--- config.mk ---
export PLATFORM = sky130hd
export DESIGN_NAME = uart_rx_frame
export DESIGN_NICKNAME = d
export VERILOG_FILES = /design/src/rtl/uart_pkg.sv /design/src/rtl/sync_edge_det.sv /design/src/rtl/uart_rx_frame.sv
export SDC_FILE = /design/constraint.sdc
export NUM_CORES = 1
export LEC_CHECK = 0
export ABC_AREA = 1
export BUFFER_PORTS_ARGS = -buffer_cell sky130_fd_sc_hd__buf_4
export CAP_MARGIN = 10
export CORE_ASPECT_RATIO = 1.5
export CORE_MARGIN = 3
export CORE_UTILIZATION = 58
export CTS_CLUSTER_DIAMETER = 150
export DETAILED_ROUTE_END_ITERATION = 10
export PLACE_DENSITY = 0.87
export RECOVER_POWER = 25
export SYNTH_ARGS = -nofsm -noshare
export SYNTH_HDL_FRONTEND = slang
export SYNTH_SLANG_ARGS = --single-unit
export TNS_END_PERCENT = 5
--- constraint.sdc ---
create_clock -name clk -period 2.1 [get_ports clk]
set_input_delay 0.21 -clock clk [delete_from_list [all_inputs] [get_ports clk]]
set_output_delay 0.21 -clock clk [all_outputs]
set_load 0.05 [all_outputs]
--- src/rtl/uart_pkg.sv ---
// Shared UART receive definitions: framer states, baud timing constants, data width default.
package uart_pkg;

  localparam int BPS_PERIOD    = 2083;
  localparam int BPS_HALF      = 1041;
  localparam int DATA_BITS_DEF = 8;

  typedef enum logic [2:0] {
    ST_IDLE,
    ST_START,
    ST_DATA,
    ST_PARITY,
    ST_STOP,
    ST_BREAK
  } rx_state_e;

endpackage

--- src/rtl/sync_edge_det.sv ---
// rx synchroniser (SYNC_STAGES flops, reset to idle-high) plus falling-edge detect on the synchronised line.
module sync_edge_det #(
  parameter int SYNC_STAGES = 2
) (
  input  logic clk,
  input  logic rstn,
  input  logic i_rx,
  output logic o_rx_s,
  output logic o_fall
);

  logic [SYNC_STAGES-1:0] r_sync;
  logic                   r_prev;

  always_ff @(posedge clk) begin
    if (rstn) begin
      r_sync <= '1;
      r_prev <= 1'b1;
    end else begin
      r_sync <= {r_sync[SYNC_STAGES-2:0], i_rx};
      r_prev <= r_sync[SYNC_STAGES-1];
    end
  end

  assign o_rx_s = r_sync[SYNC_STAGES-1];
  assign o_fall = r_prev & ~o_rx_s;

endmodule

--- src/rtl/uart_rx_frame.sv ---
// UART receive framer: start detect, mid-bit sampling on bps_clk, LSB-first assembly, valid/ready holding register.
// Defining UART_RX_PARITY_EN adds a parity bit (PARITY_ODD selects odd) and a parity_err pulse.
module uart_rx_frame
  import uart_pkg::*;
#(
  parameter int DATA_BITS   = DATA_BITS_DEF,
  parameter int SYNC_STAGES = 2
`ifdef UART_RX_PARITY_EN
  ,
  parameter bit PARITY_ODD  = 1'b0
`endif
) (
  input  logic                 clk,
  input  logic                 rstn,
  input  logic                 rx,
  input  logic                 bps_clk,
  output logic                 count_sig,
  output logic [DATA_BITS-1:0] rx_data,
  output logic                 rx_valid,
  input  logic                 rx_ready,
  output logic                 frame_err,
  output logic                 overrun
`ifdef UART_RX_PARITY_EN
  ,
  output logic                 parity_err
`endif
);

  localparam int                CNT_W    = $clog2(DATA_BITS + 1);
  localparam logic [CNT_W-1:0]  LAST_BIT = CNT_W'(DATA_BITS - 1);

  logic                 w_rx_s;
  logic                 w_fall;
  rx_state_e            r_state;
  rx_state_e            w_next;
  logic [CNT_W-1:0]     r_bit_cnt;
  logic [DATA_BITS-1:0] r_shift;
  logic [DATA_BITS-1:0] r_data;
  logic                 r_valid;
  logic                 r_count_sig;
  logic                 r_frame_err;
  logic                 r_overrun;
  logic                 r_par_bad;
  logic                 w_run;
  logic                 w_shift_en;
  logic                 w_good_stop;
  logic                 w_bad_stop;

  sync_edge_det #(
    .SYNC_STAGES (SYNC_STAGES)
  ) u_sync (
    .clk    (clk),
    .rstn   (rstn),
    .i_rx   (rx),
    .o_rx_s (w_rx_s),
    .o_fall (w_fall)
  );

  always_ff @(posedge clk) begin
    if (rstn) r_state <= ST_IDLE;
    else      r_state <= w_next;
  end

  always_comb begin
    w_next = r_state;
    case (r_state)
      ST_IDLE:  if (w_fall)  w_next = ST_START;
      ST_START: if (bps_clk) w_next = w_rx_s ? ST_IDLE : ST_DATA;
      ST_DATA: begin
        if (bps_clk && (r_bit_cnt == LAST_BIT)) begin
`ifdef UART_RX_PARITY_EN
          w_next = ST_PARITY;
`else
          w_next = ST_STOP;
`endif
        end
      end
`ifdef UART_RX_PARITY_EN
      ST_PARITY: if (bps_clk) w_next = ST_STOP;
`endif
      ST_STOP:  if (bps_clk) w_next = w_rx_s ? ST_IDLE : ST_BREAK;
      ST_BREAK: if (w_rx_s)  w_next = ST_IDLE;
      default:  w_next = ST_IDLE;
    endcase
  end

  // count_sig follows the next state so it rises with START entry and falls right after the stop sample.
  always_comb begin
    w_run       = (w_next == ST_START) || (w_next == ST_DATA) ||
                  (w_next == ST_PARITY) || (w_next == ST_STOP);
    w_shift_en  = (r_state == ST_DATA) && bps_clk;
    w_good_stop = (r_state == ST_STOP) && bps_clk && w_rx_s && !r_par_bad;
    w_bad_stop  = (r_state == ST_STOP) && bps_clk && !w_rx_s;
  end

  always_ff @(posedge clk) begin
    if (rstn) begin
      r_count_sig <= 1'b0;
      r_frame_err <= 1'b0;
      r_overrun   <= 1'b0;
      r_bit_cnt   <= '0;
      r_shift     <= '0;
      r_data      <= '0;
      r_valid     <= 1'b0;
    end else begin
      r_count_sig <= w_run;
      r_frame_err <= w_bad_stop;
      r_overrun   <= w_good_stop && r_valid && !rx_ready;
      if ((r_state == ST_START) && bps_clk) begin
        r_bit_cnt <= '0;
      end else if (w_shift_en) begin
        r_bit_cnt <= r_bit_cnt + CNT_W'(1);
        r_shift   <= {w_rx_s, r_shift[DATA_BITS-1:1]};
      end
      if (w_good_stop && (!r_valid || rx_ready)) begin
        r_data  <= r_shift;
        r_valid <= 1'b1;
      end else if (r_valid && rx_ready) begin
        r_valid <= 1'b0;
      end
    end
  end

`ifdef UART_RX_PARITY_EN
  logic r_parity_err;
  logic w_par_mismatch;

  assign w_par_mismatch = ((^r_shift) ^ w_rx_s) != PARITY_ODD;

  // r_par_bad is rewritten by every frame's parity sample before its stop sample.
  always_ff @(posedge clk) begin
    if (rstn) begin
      r_par_bad    <= 1'b0;
      r_parity_err <= 1'b0;
    end else begin
      r_parity_err <= 1'b0;
      if ((r_state == ST_PARITY) && bps_clk) begin
        r_par_bad    <= w_par_mismatch;
        r_parity_err <= w_par_mismatch;
      end
    end
  end

  assign parity_err = r_parity_err;
`else
  assign r_par_bad = 1'b0;
`endif

  assign count_sig = r_count_sig;
  assign rx_data   = r_data;
  assign rx_valid  = r_valid;
  assign frame_err = r_frame_err;
  assign overrun   = r_overrun;

endmodule

==> results.sh <==
export IMPL_worst_pin_slew_ns=1.07
export IMPL_worstSetupEndpointType="flip-flop"
export IMPL_ios=17
export IMPL_syn_nets=164
export IMPL_rows=19
export IMPL_critPathKind="flip-flop to flip-flop"
export IMPL_die_area_um2=2690
export IMPL_h_tree_depth=2
export IMPL_clk_latency_ns=0.33
export IMPL_min_from="rx"
export IMPL_leakagePower_nw=0.534
export IMPL_cts_setup_buffers=0
export IMPL_postSynthCellCount=158
export IMPL_grt_max_degree=28
export IMPL_numClockSinks=30
export IMPL_dr_first_iter_drc_count=22
export IMPL_drt_wl_total_mm=2.34
export IMPL_crit_fanout=15
export IMPL_die_w_um=43.4
export IMPL_cts_root_buf="clkbuf_4"
export IMPL_finalSetupTns_ns=0
export IMPL_ys_ff_latch=30
export IMPL_setup_viol=0
export IMPL_worstPathArrival_ns=1.65
export IMPL_yosysWarnings=0
export IMPL_ant_nets=0
export IMPL_gp_congestion=0.875
export IMPL_critical_path_buf_inv_count=1
export IMPL_synth_cell_types=23
export IMPL_fin_crit_ns=1.41
export IMPL_required_ns=2.33
export IMPL_outcome="finished, final reports clean"
export IMPL_areaGrowthSynthToFinish_pct=11.7
export IMPL_rsz0062_at_grt="no"
export IMPL_place_hpwl_mm=1.71
export IMPL_drcViolationCount=0
export IMPL_cts_tree="yes"
export IMPL_crit_chain="nand3_2 -> inv_2 -> nand2_1 -> a21oi_1"
export IMPL_cts_buffer_depth=2
export IMPL_yosys_area_top_type_share=0.494
export IMPL_vias=1024
export IMPL_hold_buffers=0
export IMPL_synthTopCellsByCount="42 x nand2_1, 30 x dfxtp_1, 21 x a21oi_1"
export IMPL_finClkSkew_ns=0.00949
export IMPL_synth_area_leaders="dfxtp_1 49%, nand2_1 13%, a21oi_1 8.7%, nand3_1 6.2%, nor2_1 4.3%"
export IMPL_drive_gt1_frac=0.153
export IMPL_finalCritPeriodShare=0.673
export IMPL_cts_inserted_buffers=5
export IMPL_reg2reg_slack_ns=0.69
export IMPL_initial_core_util=0.639
export IMPL_synth_area_um2=1210
export IMPL_grt_ovfl_total=0
export IMPL_clk_pin_slew_ns=0.09
export IMPL_yosysMostFrequentCell="nand2_1"
export IMPL_cp_num_cells=4
export IMPL_drt_vias_per_instance=5.20
export IMPL_hold_path_depth=2
export IMPL_coreArea_um2=1900
export IMPL_report_final_slew_viol_count=0
export IMPL_antenna_found_initial=0
export IMPL_grt_usage=0.204
export IMPL_numPlacedInstances=189
export IMPL_die_y_um=62.1
export IMPL_hp_class="primary input to flip-flop"
export IMPL_finalHoldViolCount=0
export IMPL_whs_endpoint="u_sync.r_sync[0]"
export IMPL_r2r_end="r_shift[7]"
export IMPL_r2r_cells=4
export IMPL_max_slew_margin_rel=0.285
export IMPL_startpoint_type="flip-flop"
export IMPL_synthFlopType="dfxtp_1"
export IMPL_crit_start="r_state[1]"
export IMPL_synthArstFlopShare=0
export IMPL_hold_slack_ns=0.0563
export IMPL_power_density_nw_per_um2=709
export IMPL_ir_worst_vdd_uv=513
export IMPL_reg2reg_from="r_state[1]"
export IMPL_grt_pass1_wl_mm=3.97
export IMPL_cts_resized_gates=0
export IMPL_syn_area_per_cell_um2=7.69
export IMPL_dr_pass1_iters=4
export IMPL_fin_cells=197
export IMPL_synth_top_cell_by_area="dfxtp_1"
export IMPL_cpPeakStageDelay_ns=0.53
export IMPL_pre_cts_slack_ns=0.744
export IMPL_seq_area_frac_synth=0.494
export IMPL_diodes=0
export IMPL_nets=181
export IMPL_fin_ws_ns=0.688
export IMPL_max_freq_ghz=0.708
export IMPL_port_buffers=16
export IMPL_fin_area_um2=1360
export IMPL_place_area_um2=1330
export IMPL_cp_slowest_cell="dfxtp_1"
export IMPL_grt_pass1_vias=987
export IMPL_post_drt_wl_per_cell_um=11.9
export IMPL_path_delay_family="flip-flops"
export IMPL_synth_edf_count=0
export IMPL_drv_cap=0
==> stage by stage <==
step                       util  total power, mW
after floorplan               -            0.619
after global placement    0.698            0.630
after detailed placement  0.698            0.632
after CTS                 0.730            0.980
after global routing      0.714             1.01
final                     0.714            0.963
==> placed cells by master, fill, tap and decap left out <==
| cell | instances |
|---|---|
| clkbuf_4 | 5 |
| clkbuf_8 | 1 |
| nand3_1 | 15 |
| nand2_2 | 2 |
| nor2_4 | 1 |
| nor3_1 | 2 |
| ha_1 | 1 |
| nand4_1 | 1 |
| nand2_1 | 42 |
| clkbuf_1 | 9 |
| inv_1 | 11 |
| nor2_8 | 1 |
| nor2_1 | 14 |
| dfxtp_1 | 30 |
| buf_4 | 8 |
| o21ai_0 | 2 |
| or2_0 | 1 |
| nand3_2 | 1 |
| or2_2 | 3 |
| nor2_2 | 1 |
| nor3_2 | 1 |
| a21oi_1 | 21 |
| clkinv_2 | 1 |
| nand2_4 | 1 |
| inv_2 | 1 |
==> worst max path at each step <==
stage	endpoint	slack, ns
6_report	r_shift[7]	0.69
5_1_grt	r_shift[7]	0.52
4_1_cts	r_shift[7]	0.71
3_5_place_dp	r_bit_cnt[2]	0.74
3_3_place_gp	r_bit_cnt[2]	0.81
2_1_floorplan	rx_data[1]	0.85
==> power breakdown <==
group | leakage, nW | total [mW] | internal [mW] | switching, mW
Clock | 0.0353 | 0.345 | 0.162 | 0.183
Combinational | 0.256 | 0.0398 | 0.0127 | 0.0271
Sequential | 0.242 | 0.577 | 0.573 | 0.00459
==> registers in the layout (all words and copies together), names as in the netlist <==
| name | cells |
|---|---|
| r_state | 3 |
| r_bit_cnt | 4 |
| r_shift | 8 |
| count_sig | 1 |
| u_sync.r_sync | 2 |
| rx_data | 8 |
| frame_err | 1 |
| u_sync.r_prev | 1 |
| overrun | 1 |
| rx_valid | 1 |
==> layer usage <==
metal,GRT usage,vias up,part of all wire
li1,-,538,-
met1,0.200,457,0.39
met2,0.355,21,0.54
met3,0.0605,8,0.043
met4,0.164,0,0.029
met5,0,-,0
==> cell families after synthesis <==
group,Yosys count,share of synthesized area
AOI/OAI and AO/OA,23,0.0947
adders and majority gates,1,0.0103
buffers and inverters,18,0.0649
DFF,30,0.494
and+or+nand+nor,86,0.336
==> cell type report <==
type | count | area, um2
Sequential cell | 30 | 601
Fill cell | 155 | 544
Multi-Input combinational cell | 110 | 536
Timing Repair Buffer | 16 | 90.1
Clock buffer | 7 | 55.1
Inverter | 12 | 45.0
Tap cell | 21 | 26.3
Clock inverter | 1 | 5.00
Power figures use the tool's default switching activity.
